File: src/rtl/imem_loader.sv
// Byte-stream boot loader: parses a framed image into instruction memory and
// holds the core in reset until the frame checksum matches.
module imem_loader #(
    parameter int unsigned SIZE_ADDR = 10,
    parameter int unsigned SIZE_DATA = 32
) (
    input  logic                 iw_clk,
    input  logic                 iw_rst,
    input  logic                 iw_rx_valid,
    input  logic [7:0]           iw_rx_data,
    output logic                 ow_rx_ready,
    output logic                 ow_mem_we,
    output logic [SIZE_ADDR-1:0] ow_mem_addr,
    output logic [SIZE_DATA-1:0] ow_mem_wdata,
    output logic                 ow_core_rst,
    output logic                 ow_done,
    output logic                 ow_err
);

    localparam int unsigned BPW = SIZE_DATA / 8;
    localparam int unsigned BCW = (BPW > 1) ? $clog2(BPW) : 1;
    localparam logic [7:0] HEADER = 8'hA5;

    if ((SIZE_DATA % 8) != 0 || SIZE_DATA < 8) begin : g_bad_size
        $error("imem_loader: SIZE_DATA must be a nonzero multiple of 8");
    end

    typedef enum logic [2:0] {
        StHdr,
        StCntHi,
        StCntLo,
        StData,
        StCsum,
        StRun,
        StErr
    } state_t;

    state_t               state;
    logic [7:0]           count_hi;
    logic [15:0]          words_left;
    logic [BCW-1:0]       byte_idx;
    logic [SIZE_DATA-1:0] word;
    logic [SIZE_DATA-1:0] word_next;
    logic [7:0]           sum;
    logic [SIZE_ADDR-1:0] word_idx;
    logic                 accept;

    assign accept    = iw_rx_valid & ow_rx_ready;
    // Bytes arrive MSB first, so each new byte shifts in at the bottom.
    assign word_next = SIZE_DATA'({word, iw_rx_data});

    always_ff @(posedge iw_clk or posedge iw_rst) begin
        if (iw_rst) begin
            state        <= StHdr;
            count_hi     <= '0;
            words_left   <= '0;
            byte_idx     <= '0;
            word         <= '0;
            sum          <= '0;
            word_idx     <= '0;
            ow_rx_ready  <= 1'b0;
            ow_mem_we    <= 1'b0;
            ow_mem_addr  <= '0;
            ow_mem_wdata <= '0;
            ow_core_rst  <= 1'b1;
            ow_done      <= 1'b0;
            ow_err       <= 1'b0;
        end else begin
            ow_mem_we   <= 1'b0;
            ow_rx_ready <= (state != StRun) && (state != StErr);
            if (accept) begin
                unique case (state)
                    StHdr: begin
                        if (iw_rx_data == HEADER) begin
                            state <= StCntHi;
                        end
                    end
                    StCntHi: begin
                        count_hi <= iw_rx_data;
                        state    <= StCntLo;
                    end
                    StCntLo: begin
                        words_left <= {count_hi, iw_rx_data};
                        byte_idx   <= '0;
                        word_idx   <= '0;
                        sum        <= '0;
                        state      <= ({count_hi, iw_rx_data} == 16'd0) ? StCsum : StData;
                    end
                    StData: begin
                        word <= word_next;
                        sum  <= sum + iw_rx_data;
                        if (byte_idx == BCW'(BPW - 1)) begin
                            byte_idx     <= '0;
                            ow_mem_we    <= 1'b1;
                            ow_mem_addr  <= word_idx;
                            ow_mem_wdata <= word_next;
                            word_idx     <= word_idx + SIZE_ADDR'(1);
                            words_left   <= words_left - 16'd1;
                            if (words_left == 16'd1) begin
                                state <= StCsum;
                            end
                        end else begin
                            byte_idx <= byte_idx + BCW'(1);
                        end
                    end
                    StCsum: begin
                        // RUN and ERR are terminal, so drop ready on the same edge.
                        ow_rx_ready <= 1'b0;
                        if (iw_rx_data == sum) begin
                            state       <= StRun;
                            ow_done     <= 1'b1;
                            ow_core_rst <= 1'b0;
                        end else begin
                            state  <= StErr;
                            ow_err <= 1'b1;
                        end
                    end
                    default: begin
                    end
                endcase
            end
        end
    end

endmodule

File: config.mk
export PLATFORM = sky130hd
export DESIGN_NAME = imem_loader
export DESIGN_NICKNAME = d
export VERILOG_FILES = /design/src/rtl/imem_loader.sv
export SDC_FILE = /design/constraint.sdc
export NUM_CORES = 1
export LEC_CHECK = 0
export CORE_MARGIN = 5
export CORE_UTILIZATION = 40
export CTS_CLUSTER_DIAMETER = 80
export DETAILED_ROUTE_END_ITERATION = 10
export PLACE_DENSITY_LB_ADDON = 0.25
export SKIP_CTS_REPAIR_TIMING = 1
export SLEW_MARGIN = 25
export SYNTH_ARGS = -nofsm -noshare
export SYNTH_HDL_FRONTEND = slang
export SYNTH_SLANG_ARGS = --single-unit
export TNS_END_PERCENT = 10
File: constraint.sdc
create_clock -name iw_clk -period 4.86 [get_ports iw_clk]
set_input_delay 0.486 -clock iw_clk [delete_from_list [all_inputs] [get_ports iw_clk]]
set_output_delay 0.486 -clock iw_clk [all_outputs]
set_load 0.01 [all_outputs]
# After elaboration in Yosys (flattened, before gate mapping)
# Cells that the tools add are included.
totals:
  reg_bits: 118
  latchBits: 0
  ram_bits: 0
  romBits: 0
  inputBits: 11
  out_inout_bits: 47
  n_memories: 0
op_classes:
  add_sub_neg: 4
  mul: 0
  div: 0
  n_lt_le_gt_ge: 0
  eq_ne: 13
  shift: 0
  muxes: 18
  n_bitwise: 2
  n_reduce_logical: 13
ops:
  columns: ["op", "count"]
  rows:
  - ["$pmux W16 S2", 1]
  - ["$pmux W10 S2", 1]
  - ["$eq A16 B1 Y1 const B", 1]
  - ["$logic_not A16 Y1", 1]
  - ["$mux W16", 1]
  - ["$pmux W8 S2", 1]
  - ["$sub A16 B1 Y16 const B", 1]
  - ["$pmux W3 S5", 1]
  - ["$mux W3", 4]
  - ["$reduce_and A3 Y1", 4]
  - ["$add A10 B1 Y10 const B", 1]
  - ["$mux W10", 1]
  - ["$add A8 B8 Y8", 1]
  - ["$eq A8 B8 Y1", 1]
  - ["$eq A8 B8 Y1 const B", 1]
  - ["$eq A3 B2 Y1 const B", 2]
  - ["$ne A2 B2 Y1 const B", 3]
  - ["$ne A3 B3 Y1 const B", 2]
  - ["$reduce_and A2 Y1", 3]
  - ["$mux W1", 5]
  - ["$reduce_and A5 Y1", 1]
  - ["$reduce_bool A5 Y1", 1]
  - ["$mux W2", 2]
  - ["$pmux W2 S2", 1]
  - ["9 further kinds", 9]

# Logic depth before layout (Yosys ltp)
logic_depth:
  depth_word: 4
  mapped_depth: 8

# Worst setup path before layout
# OpenSTA, ideal clock, no wires.
synth_path:
  path_type: "register to register"
  startpoint: "register words_left[0]"
  endpoint: "register words_left[14]"
  arrival_ns: 2.081
  t_required_ns: 4.723
  path_slack_ns: 2.642
  path_stages_with_launch: 8
  n_path_buf: 0
  synth_period_minus_slack_ns: 2.218
  cell_sequence: "dfrtp_1 inv_1 ha_1 or4b_2 or4_1 nor2_1 a31o_2 a21oi_1"
synth_between:
  elab_chain_cells: 3
synth_rtl:
  columns: ["element", "line_no", "source"]
  rows:
  - ["start: declaration", "40", "logic [15:0] words_left;"]
  - ["start signal: assignment", "83", "words_left <= {count_hi, iw_rx_data};"]
  - ["start signal: assignment", "98", "words_left <= words_left - 16'd1;"]
  - ["$sub A16 B1 Y16", "98", null]
  - ["$mux W16", "92", "if (byte_idx == BCW'(BPW - 1)) begin"]
  - ["$pmux W16 S2", "72", "unique case (state)"]
# Every way passes these cells. The select of a mux whose other input is x is not followed.
# A chain may end at the register's enable or synchronous reset.

# Worst setup path in the final report
layout_path:
  startpoint: "register state[0]"
  endpoint: "register ow_mem_wdata[22]"
layout_between:
  elab_chain_cells: 2
layout_rtl:
  columns: ["element", "line_no", "source"]
  rows:
  - ["start: declaration", "38", "state_t state;"]
  - ["start signal: assignment", "54", "state <= StHdr;"]
  - ["start signal: assignment", "75", "state <= StCntHi;"]
  - ["start signal: assignment", "80", "state <= StCntLo;"]
  - ["$eq A3 B2 Y1", "72", null]
  - ["$reduce_and A3 Y1 (no source line)", null, null]
  - ["end signal: assignment", "96", "ow_mem_wdata <= word_next;"]
  - ["end: declaration", "14", "output logic [SIZE_DATA-1:0] ow_mem_wdata,"]
# Every way passes these cells.

==> results.yml <==
die:
  rows: 42
  core-area_um2: 13300
  initial_core_util_pct: 40.9
  die_area_um2: 16000
  io_pins: 58
  fp.dieH_um: 127
  fp.dieW_um: 127
worst_setup_path:
  cp.required_ps: 5140
  worstSetupStartpointType: "flop"
  crit_arrival_ps: 3450
  critPathMaxFanout: 34
  rrSetupSlack_ps: 1680
  path_class: "reg -> reg"
  cp-end-kind: "flop"
  critPathLaunch: "state[0]$_DFFE_PP0P_"
  r2r-start: "state[0]$_DFFE_PP0P_"
global_routing:
  antenna_found_initial: 0
  grt_pass1_vias: 3956
  overflow: 0
  track_usage_pct: 15.7
  grt_max_degree: 69
  grt_pass1_wl_um: 20300
cts:
  cts_buffer_depth: 2
  clk_latency_ps: 400
  clock-sinks: 118
  htreeDepth: 4
  cts_tree: "done"
  clk_pin_slew_ps: 50
  numCtsBuffers: 17
  root_buffer: "clkbuf_16"
worst_hold_path:
  hold_class: "reg -> reg"
  hp-start: "ow_done$_DFFE_PP0P_"
cells_and_area:
  mostFrequentLayoutCells: "dfrtp_1 (117), nand2_1 (99), clkdlybuf4s50_1 (57), mux2_2 (52), nor2_1 (31)"
  fillers: 1163
  seqCellArea_um2: 2950
  final_nets: 586
  layout-drive-gt1-share_pct: 17.2
  final_common_cell: "dfrtp_1"
  num_antenna_cells: 0
  area_delta_synth_final_pct: 24.3
  multi_input_area_um2: 2360
synth:
  synth_area_per_cell_um2: 10.7
  synth_top_area_share_pct: 53.8
  yosys.cell_types.count: 59
  synth_seq_cells: 118
  yosysSeqAreaShare_pct: 54.3
  ys_async_sr_fraction_pct: 100
  syn_nets: 532
  synthCells: 509
  synth.area.top_cells: "dfrtp_1 (54%), mux2_2 (11%), nand2_1 (6.8%)"
  syn_area_um2: 5440
  yosys.area.top_type: "dfrtp_1"
  synth_warnings: 0
  synth_edf_count: 0
  synth_ff_type: "dfrtp_1"
run:
  cap_viol_max_count: 0
sta:
  finalSetupViolations: 0
  fin_skew_ps: 8.32
  relSlewSlack_pct: 38.8
  hold_slack_ps: 469
  tightest_slew_ps: 915
  tns_ps: 0
  fin_crit_ps: 3180
  rsz0062_at_grt: "no"
  fmax_mhz: 315
  post-route-period-util_pct: 65.4
  finalHoldViolCount: 0
  drv_slew: 0
detailed_routing:
  wl_um: 12000
  wire_per_inst_um: 16.0
  dr_total_vias: 3984
  drc_errors: 0
  avgViaCountPerCell: 5.30
  drt_pass1_iterations: 5
  ant_nets: 0
  drtIter0Drc: 318
power:
  peakVddDrop_mv: 0.318
  power_density_nw_per_um2: 515
  power.leakage_uw: 0.00311
placed_design:
  gp_congestion: 0.775
  place_hpwl_um: 8070
  io_buffers: 57
status:
  status: "finished clean"
==> critical path, stage by stage (launching register included) <==
cell	delay, ps
dfrtp_1	660
and3b_1	840
nand2_1	100
buf_4	290
nor2_4	550
buf_16	250
mux2_2	340
==> path summary, 6_finish.rpt <==
kind,endpoint,cells after the start
setup reg to reg,ow_mem_wdata[22]$_DFFE_PP0P_,6
setup / recovery,ow_mem_wdata[22]$_DFFE_PP0P_,6
hold reg to reg,ow_done$_DFFE_PP0P_,1
min in group asynchronous,ow_mem_wdata[27]$_DFFE_PP0P_,2
hold / removal,ow_done$_DFFE_PP0P_,1
max in group asynchronous,word[5]$_DFFE_PP0P_,3
==> final cells by class <==
cell class | count | area share [%]
Sequential cell | 118 | 43.7
Multi-Input combinational cell | 358 | 34.9
Timing Repair Buffer | 61 | 9.19
Clock buffer | 20 | 6.61
Tap cell | 176 | 3.26
Clock inverter | 12 | 1.89
Inverter | 7 | 0.426
==> layer usage <==
layer / part of all wire [%] / vias to the layer above / track usage (%)
li1: - / 1915 / -
met1: 45 / 1956 / 20.9
met2: 48 / 98 / 25.0
met3: 5.1 / 15 / 3.95
met4: 1.6 / 0 / 5.68
met5: 0 / - / 0
==> Yosys cell counts (all sizes together), types with 2 or more instances <==
| cell type | instances |
|---|---|
| or4 | 5 |
| nand4 | 5 |
| inv | 7 |
| dfrtp | 117 |
| nor2 | 33 |
| and2 | 4 |
| o211ai | 3 |
| o21bai | 2 |
| nor4 | 5 |
| o22ai | 2 |
| o21a | 3 |
| nor4b | 2 |
| nor3 | 9 |
| xor2 | 7 |
| a211oi | 4 |
| mux2 | 52 |
| a31o | 2 |
| o2bb2ai | 3 |
| o21ai | 24 |
| and3 | 4 |
| nand3 | 12 |
| nand4b | 2 |
| or3 | 2 |
| xnor2 | 6 |
| a21o | 5 |
| a2bb2oi | 3 |
| nand2 | 99 |
| a22oi | 3 |
| ha | 11 |
| nor3b | 2 |
| o31ai | 2 |
| a21oi | 18 |
| or2 | 4 |
| buf | 10 |
| nand2b | 3 |
| clkbuf | 16 |
==> flip-flops by register name (all words and copies together), names as in the netlist <==
register	count
ow_rx_ready	1
sum	8
ow_err	1
ow_core_rst	1
ow_mem_addr	10
state	3
ow_mem_we	1
word	24
word_idx	10
ow_done	1
byte_idx	2
words_left	16
count_hi	8
ow_mem_wdata	32
==> kinds of logic (layout without fill, tap and decap cells) <==
group / after synthesis / after routing / share of synthesized area (%)
xor+xnor: 13 / 13 / 2.09
compound gates: 85 / 85 / 10.6
simple gates: 195 / 195 / 16.5
buf+inv: 33 / 100 / 2.58
fa+ha+maj: 12 / 12 / 2.90
flops: 118 / 118 / 54.3
mux: 53 / 53 / 11.0
==> stage by stage <==
| step | worst slack, ps | utilization (%) | cells | cell area (um2) | power [uW] |
|---|---|---|---|---|---|
| after detailed placement | 1700 | 46.5 | 720 | 6180 | 2290 |
| after CTS | 1680 | 50.8 | 752 | 6750 | 3500 |
| final | 1680 | 50.8 | 752 | 6760 | 3480 |
| after global routing | 1430 | 50.8 | 752 | 6760 | 3710 |
| after global placement | 1580 | 46.3 | 719 | 6150 | 2250 |
| after floorplan | 1250 | - | 509 | 5440 | 2060 |
==> power breakdown <==
| group | leakage [uW] | switching (uW) | internal, uW |
|---|---|---|---|
| clock network | 0.000273 | 430 | 766 |
| registers | 0.00157 | 247 | 1230 |
| logic | 0.00127 | 426 | 380 |
| total | 0.00311 | 1100 | 2380 |
No activity file was read; power rests on OpenSTA's default activity.
